File: src/rtl/bin2bcd_seq_if.sv
// Start/done handshake and result bus between a requester and the bin2bcd_seq converter.
// The blank vector exists only when BIN2BCD_BLANK_EN is defined.
interface bin2bcd_seq_if #(
    parameter int unsigned BIN_W  = 14,
    parameter int unsigned DIGITS = 4
);
    logic                  start;
    logic [BIN_W-1:0]      bin;
    logic                  busy;
    logic                  done;
    logic [DIGITS*4-1:0]   bcd;
    logic                  ovf;
`ifdef BIN2BCD_BLANK_EN
    logic [DIGITS-1:0]     blank;

    modport master (output start, bin, input busy, done, bcd, ovf, blank);
    modport slave  (input start, bin, output busy, done, bcd, ovf, blank);
`else
    modport master (output start, bin, input busy, done, bcd, ovf);
    modport slave  (input start, bin, output busy, done, bcd, ovf);
`endif
endinterface

File: src/rtl/bin2bcd_seq.sv
// Sequential shift-add-3 binary-to-BCD converter, one input bit per clock, saturating at 10^DIGITS-1.
// Optional leading-zero blanking vector enabled by defining BIN2BCD_BLANK_EN.
module bin2bcd_seq #(
    parameter int unsigned BIN_W  = 14,
    parameter int unsigned DIGITS = 4
) (
    input  logic          clk,
    input  logic          nrst,
    bin2bcd_seq_if.slave  bus
);

    // Number of decimal digits needed to hold 2^bits-1.
    function automatic int unsigned dec_digits(input int unsigned bits);
        longint unsigned v;
        int unsigned     n;
        v = (64'd1 << bits) - 64'd1;
        n = 1;
        while (v >= 64'd10) begin
            v = v / 64'd10;
            n = n + 1;
        end
        return n;
    endfunction

    function automatic longint unsigned pow10(input int unsigned n);
        longint unsigned r;
        r = 64'd1;
        for (int unsigned i = 0; i < n; i++) r = r * 64'd10;
        return r;
    endfunction

    localparam int unsigned     BCD_W   = DIGITS * 4;
    localparam int unsigned     SCR_DIG = (dec_digits(BIN_W) > DIGITS) ? dec_digits(BIN_W) : DIGITS;
    localparam int unsigned     SCR_W   = SCR_DIG * 4;
    localparam int unsigned     CNT_W   = $clog2(BIN_W + 1);
    localparam longint unsigned MAX_VAL = pow10(DIGITS) - 64'd1;

    typedef enum logic [1:0] {S_IDLE, S_SHIFT, S_DONE} state_t;

    state_t             state_q, state_d;
    logic [BIN_W-1:0]   sh_q, sh_d;
    logic [SCR_W-1:0]   scr_q, scr_d;
    logic [SCR_W-1:0]   adj;
    logic [CNT_W-1:0]   cnt_q, cnt_d;
    logic               ovf_pend_q, ovf_pend_d;
    logic [BCD_W-1:0]   bcd_q, bcd_d;
    logic               ovf_q, ovf_d;
    logic               busy_q, busy_d;
    logic               done_q, done_d;
`ifdef BIN2BCD_BLANK_EN
    logic [DIGITS-1:0]  blank_q, blank_d;
    logic               hi_zero;
`endif

    always_ff @(posedge clk or negedge nrst) begin
        if (!nrst) begin
            state_q    <= S_IDLE;
            sh_q       <= '0;
            scr_q      <= '0;
            cnt_q      <= '0;
            ovf_pend_q <= 1'b0;
            bcd_q      <= '0;
            ovf_q      <= 1'b0;
            busy_q     <= 1'b0;
            done_q     <= 1'b0;
`ifdef BIN2BCD_BLANK_EN
            blank_q    <= '0;
`endif
        end else begin
            state_q    <= state_d;
            sh_q       <= sh_d;
            scr_q      <= scr_d;
            cnt_q      <= cnt_d;
            ovf_pend_q <= ovf_pend_d;
            bcd_q      <= bcd_d;
            ovf_q      <= ovf_d;
            busy_q     <= busy_d;
            done_q     <= done_d;
`ifdef BIN2BCD_BLANK_EN
            blank_q    <= blank_d;
`endif
        end
    end

    always_comb begin
        state_d    = state_q;
        sh_d       = sh_q;
        scr_d      = scr_q;
        cnt_d      = cnt_q;
        ovf_pend_d = ovf_pend_q;
        bcd_d      = bcd_q;
        ovf_d      = ovf_q;
        done_d     = 1'b0;
        adj        = scr_q;
`ifdef BIN2BCD_BLANK_EN
        blank_d    = blank_q;
        hi_zero    = 1'b1;
`endif

        // Pre-shift correction: any nibble >= 5 would exceed 9 after doubling.
        for (int unsigned i = 0; i < SCR_DIG; i++) begin
            if (scr_q[4*i +: 4] >= 4'd5) adj[4*i +: 4] = scr_q[4*i +: 4] + 4'd3;
        end

        unique case (state_q)
            S_IDLE: begin
                if (bus.start) begin
                    sh_d       = bus.bin;
                    scr_d      = '0;
                    cnt_d      = CNT_W'(BIN_W);
                    ovf_pend_d = 64'(bus.bin) > MAX_VAL;
                    state_d    = S_SHIFT;
                end
            end
            S_SHIFT: begin
                {scr_d, sh_d} = {adj, sh_q} << 1;
                cnt_d         = cnt_q - CNT_W'(1);
                if (cnt_q == CNT_W'(1)) state_d = S_DONE;
            end
            S_DONE: begin
                done_d  = 1'b1;
                ovf_d   = ovf_pend_q;
                bcd_d   = ovf_pend_q ? {DIGITS{4'h9}} : scr_q[BCD_W-1:0];
`ifdef BIN2BCD_BLANK_EN
                // A digit is blank when it and every more significant digit are zero.
                blank_d = '0;
                for (int i = DIGITS - 1; i >= 1; i--) begin
                    hi_zero    = hi_zero && (scr_q[4*i +: 4] == 4'd0);
                    blank_d[i] = hi_zero && !ovf_pend_q;
                end
`endif
                state_d = S_IDLE;
            end
            default: state_d = S_IDLE;
        endcase

        busy_d = (state_d == S_SHIFT);
    end

    assign bus.busy  = busy_q;
    assign bus.done  = done_q;
    assign bus.bcd   = bcd_q;
    assign bus.ovf   = ovf_q;
`ifdef BIN2BCD_BLANK_EN
    assign bus.blank = blank_q;
`endif

endmodule

File: src/flat_wrapper.sv
// flat-port wrapper written by rule: the top's interface ports become plain ports
module bin2bcd_seq_flat 
#(
    parameter int unsigned BIN_W  = 14,
    parameter int unsigned DIGITS = 4
)
  (clk, nrst, bus_start, bus_bin, bus_busy, bus_done, bus_bcd, bus_ovf);
  bin2bcd_seq_if #(.BIN_W(BIN_W), .DIGITS(DIGITS)) bus_i ();
  input  logic clk;
  input  logic nrst;
  input wire logic [$bits(bus_i.start)-1:0] bus_start;
  input wire logic [$bits(bus_i.bin)-1:0] bus_bin;
  output wire logic [$bits(bus_i.busy)-1:0] bus_busy;
  output wire logic [$bits(bus_i.done)-1:0] bus_done;
  output wire logic [$bits(bus_i.bcd)-1:0] bus_bcd;
  output wire logic [$bits(bus_i.ovf)-1:0] bus_ovf;
  assign bus_i.start = bus_start;
  assign bus_i.bin = bus_bin;
  assign bus_busy = bus_i.busy;
  assign bus_done = bus_i.done;
  assign bus_bcd = bus_i.bcd;
  assign bus_ovf = bus_i.ovf;
  bin2bcd_seq #(.BIN_W(BIN_W), .DIGITS(DIGITS)) u_core (.clk(clk), .nrst(nrst), .bus(bus_i));
endmodule
File: config.mk
export PLATFORM = sky130hd
export DESIGN_NAME = bin2bcd_seq_flat
export DESIGN_NICKNAME = d
export VERILOG_FILES = /design/src/rtl/bin2bcd_seq_if.sv /design/src/rtl/bin2bcd_seq.sv /design/src/flat_wrapper.sv
export SDC_FILE = /design/constraint.sdc
export NUM_CORES = 1
export LEC_CHECK = 0
export CAP_MARGIN = 20
export CORE_UTILIZATION = 45
export CTS_CLUSTER_SIZE = 28
export DETAILED_ROUTE_END_ITERATION = 12
export PLACE_DENSITY = 0.67
export SYNTH_ARGS = -nofsm -noshare
export SYNTH_HDL_FRONTEND = slang
export SYNTH_SLANG_ARGS = --single-unit
File: constraint.sdc
create_clock -name clk -period 3 [get_ports clk]
set_input_delay 0.3 -clock clk [delete_from_list [all_inputs] [get_ports clk]]
set_output_delay 0.3 -clock clk [all_outputs]
set_load 0.01 [all_outputs]
==> run summary <==
The number of fillers in the final layout is 534. The share of final-layout standard cells stronger than drive strength 1 is 9.24%. The number of port buffers is 35. The maximum clock path buffer count is 2. After synthesis, the mean cell area works out to 9.92 um2.

The net count reported at finish came out at 330. The pin count of the biggest net entering global routing came out at 36. In the post-synthesis netlist, the biggest area contributors are sky130_fd_sc_hd__dfrtp_1, sky130_fd_sc_hd__nand2_1, sky130_fd_sc_hd__o21ai_0. The clock-pin transition on the worst setup and hold timing paths is 0.10 ns. The area of the core came out at 5610 um2. The tree is rooted in a sky130_fd_sc_hd__clkbuf_8. Setup violations remaining at the end of the flow were counted as 0. The time the final worst path needs with I/O delays and setup came out at 1.70 ns. After detailed routing, the number of remaining DRC violations is 0. Setup total negative slack on the finished layout was measured at 0 ns. The relative slew slack came out at 30.9%. The core occupancy in the finished layout is 56.0%. After clock tree synthesis, the flow added hold-fix buffers numbering 1. The max-capacitance violation count came out at 0. The static power due to leakage is 0.00140 uW. The via count is 1910.

The number of buffers inserted to repair setup after CTS came out at 0. The vias per cell is 5.09. The data arrival time at the worst-slack endpoint came out at 1.94 ns.

The number of cells in the finished layout apart from fillers is 375. The slew at the pin closest to its max-slew limit came out at 1.04 ns. After technology mapping, the gate count stands at 268. TritonCTS built the clock tree. The initial antenna violation count came to 0. The die boundary width is 78.9 um.

Global routing used 17.3% of the available tracks across all layers. The total placed cells including tap cells came out at 366. The power density of the placed cells is 928 nW/um2. The number of diodes is 0. The die area is 6220 um2.

The critical path is of the flip-flop to flip-flop type. The post-synthesis cell area is 2660 um2. After detailed routing, the average wire length per cell comes to 12.9 um.

The total wire length after detailed routing came out at 4.82 mm. The number of DRC markers after the initial detailed-route iteration is 70. Clock tree synthesis found a total of 56 sinks.

The final critical path takes up 56.5% of the cycle. The cell taking the most area after synthesis is sky130_fd_sc_hd__dfrtp_1. The max-slew violation count came out at 0. The global-route wire length before repair is 8.37 mm. Synthesis instantiated 33 different standard cells from the library. The die height is 78.9 um. The HPWL reported at the end of detailed placement came out at 3.37 mm. The number of nets in the synthesized netlist came out at 295. The number of nets still failing antenna checks after routing is 0. The flow ran to the end, and the final reports show no timing, DRC or antenna violations. The number of cells on the worst reg-to-reg path is 6. The worst path required time came out at 3.24 ns. The number of iterations in the first detailed-routing pass is 4. The Yosys warning count is 0.

The number of resized instances in the post-cts repair step came out at 0. For this configuration, the core starts out at a cell density of 47.4%. The area added between synthesis and finish is 18.2%. The number of hold violations in the final report is 0. The standard-cell row count came out at 27. The min-delay analysis places its worst path in the category input pin to async pin.

The remaining global-route overflow is 0. The via count of the first global-routing pass came to 1834. The clock latency reported for the late side of the worst-skew pair is 0.31 ns. The fraction of the yosys area taken by sequential cells is 52.7%.

Setup repair after global routing left no endpoint under its margin. The setup slack of the worst register-to-register path is 1.30 ns. Based on the critical path, the design can be clocked at up to 590 MHz.

The global placement routability congestion is 0.764. The sort of element at the start of the critical path is a flip-flop. The maximum level of the CTS H-tree is 2. The synthesized design contains 56 register bits. The startpoint identified for the worst register-to-register timing path is u_core.scr_q[0]$_DFFE_PN0P_. The clock tree skew after final layout came out at 0.00908 ns. The number of buffers added by the clock tree synthesis step came out at 5. In this run the count of I/O pins placed on the die edge is 36. The maximum fanout encountered on the critical timing path is 4.

IR analysis of the VDD net gives a maximum drop of 326 uV. The fraction of post-synthesis cell area in the top cell type by area is 52.7%. The endpoint kind of the worst setup timing path is a flip-flop. The worst register-to-register path ends at u_core.scr_q[2]$_DFFE_PN0P_.
## sequential cells by signal, summed over array words and instances (netlist names)
register and flops:
u_core.ovf_pend_q 1, u_core.bus.ovf 1, u_core.bus.busy 1, u_core.bus.done 1, u_core.state_q 2, u_core.bus.bcd 16, u_core.sh_q 14, u_core.scr_q 16
u_core.cnt_q 4
## placed cells by master, fill, tap and decap left out, types with 3 or more instances in the layout
cell type / netlist / routed
sky130_fd_sc_hd__o31ai_1: 5 / 5
sky130_fd_sc_hd__inv_1: 12 / 12
sky130_fd_sc_hd__clkbuf_8: 0 / 5
sky130_fd_sc_hd__nor3_1: 5 / 5
sky130_fd_sc_hd__nor2_1: 10 / 10
sky130_fd_sc_hd__a22oi_1: 6 / 6
sky130_fd_sc_hd__buf_4: 2 / 5
sky130_fd_sc_hd__a21oi_1: 4 / 4
sky130_fd_sc_hd__nand2b_1: 6 / 6
sky130_fd_sc_hd__clkdlybuf4s50_1: 0 / 34
sky130_fd_sc_hd__o32ai_1: 3 / 3
sky130_fd_sc_hd__xnor2_1: 4 / 4
sky130_fd_sc_hd__nand2_1: 59 / 59
sky130_fd_sc_hd__nand3_1: 15 / 15
sky130_fd_sc_hd__a22oi_2: 7 / 7
sky130_fd_sc_hd__ha_1: 10 / 10
sky130_fd_sc_hd__xor2_1: 3 / 3
sky130_fd_sc_hd__o21ai_1: 6 / 6
sky130_fd_sc_hd__dfrtp_1: 56 / 56
sky130_fd_sc_hd__o21ai_0: 27 / 27
sky130_fd_sc_hd__mux2_2: 3 / 3
## cell type report
cell class / instances / area (um2) / share of cell area [%]
Sequential cell: 56 / 1400 / 44.6
Inverter: 12 / 45.0 / 1.43
Clock buffer: 5 / 68.8 / 2.19
Timing Repair Buffer: 42 / 408 / 13.0
Multi-Input combinational cell: 186 / 1120 / 35.5
Tap cell: 72 / 90.1 / 2.87
Clock inverter: 2 / 12.5 / 0.398
## critical path, cell delays in order, from the launching register on
cell	delay, ns
sky130_fd_sc_hd__dfrtp_1	0.42
sky130_fd_sc_hd__inv_1	0.14
sky130_fd_sc_hd__ha_1	0.21
sky130_fd_sc_hd__nand2b_1	0.07
sky130_fd_sc_hd__a21oi_1	0.28
sky130_fd_sc_hd__mux2_2	0.37
sky130_fd_sc_hd__o21ai_0	0.13
## power breakdown
part	internal [uW]	switching, uW	total (uW)
Sequential	1050	236	1280
Combinational	593	642	1240
Clock	159	237	396
Total	1800	1120	2920
## through the flow
stage	setup WS, ns	instance area (um2)	total power, uW	hold WS, ns
floorplan	1.48	2660	2150	0.00441
global placement	1.11	3040	2490	0.310
detailed placement	1.10	3040	2530	0.301
CTS	1.15	3130	2940	0.492
global route	1.14	3140	3160	0.507
finish	1.30	3140	2920	0.476
## metal layers
layer	part of all wire [%]	vias up	wire length [um]	global-route usage, %
met5	0	-	0	0
met4	1.5	0	70	6.00
met3	3.2	6	155	3.79
met2	45	35	2180	28.6
met1	50	883	2410	22.5
li1	-	986	-	-
## worst max path at each step
stage | from | depth (start not counted) | end | slack [ns]
global route | u_core.state_q[0]$_DFF_PN0_ | 2 | u_core.bus.bcd[8]$_DFFE_PN0P_ | 1.14
global placement | bus_start | 5 | u_core.sh_q[8]$_DFFE_PN0P_ | 1.11
CTS | u_core.state_q[1]$_DFF_PN0_ | 3 | u_core.scr_q[14]$_DFFE_PN0P_ | 1.15
detailed placement | bus_start | 5 | u_core.sh_q[9]$_DFFE_PN0P_ | 1.10
floorplan | u_core.scr_q[0]$_DFFE_PN0P_ | 6 | u_core.scr_q[2]$_DFFE_PN0P_ | 1.48
finish | u_core.scr_q[0]$_DFFE_PN0P_ | 6 | u_core.scr_q[2]$_DFFE_PN0P_ | 1.30
## cells in the mapped netlist, drive strengths merged
master  number
a211oi       2
a21oi        4
a22oi       13
a31oi        2
and2         1
buf         12
clkbuf       2
dfrtp       56
ha          10
inv         12
mux2         3
nand2       59
nand2b       6
nand3       15
nor2        11
nor2b        1
nor3         5
nor3b        2
nor4         1
o21ai       34
o311ai       1
o31ai        5
o32ai        3
or3          1
xnor2        4
xor2         3
## kinds of logic after synthesis
kind of cell | synth area share (%)
AOI/OAI and AO/OA | 16.0
xor gates and xnor gates | 2.31
adders and majority gates | 4.71
buffers and inverters | 5.36
DFF | 52.7
muxes | 1.27
and+or+nand+nor | 17.6
Note: power is estimated with default switching activity, not from simulation.
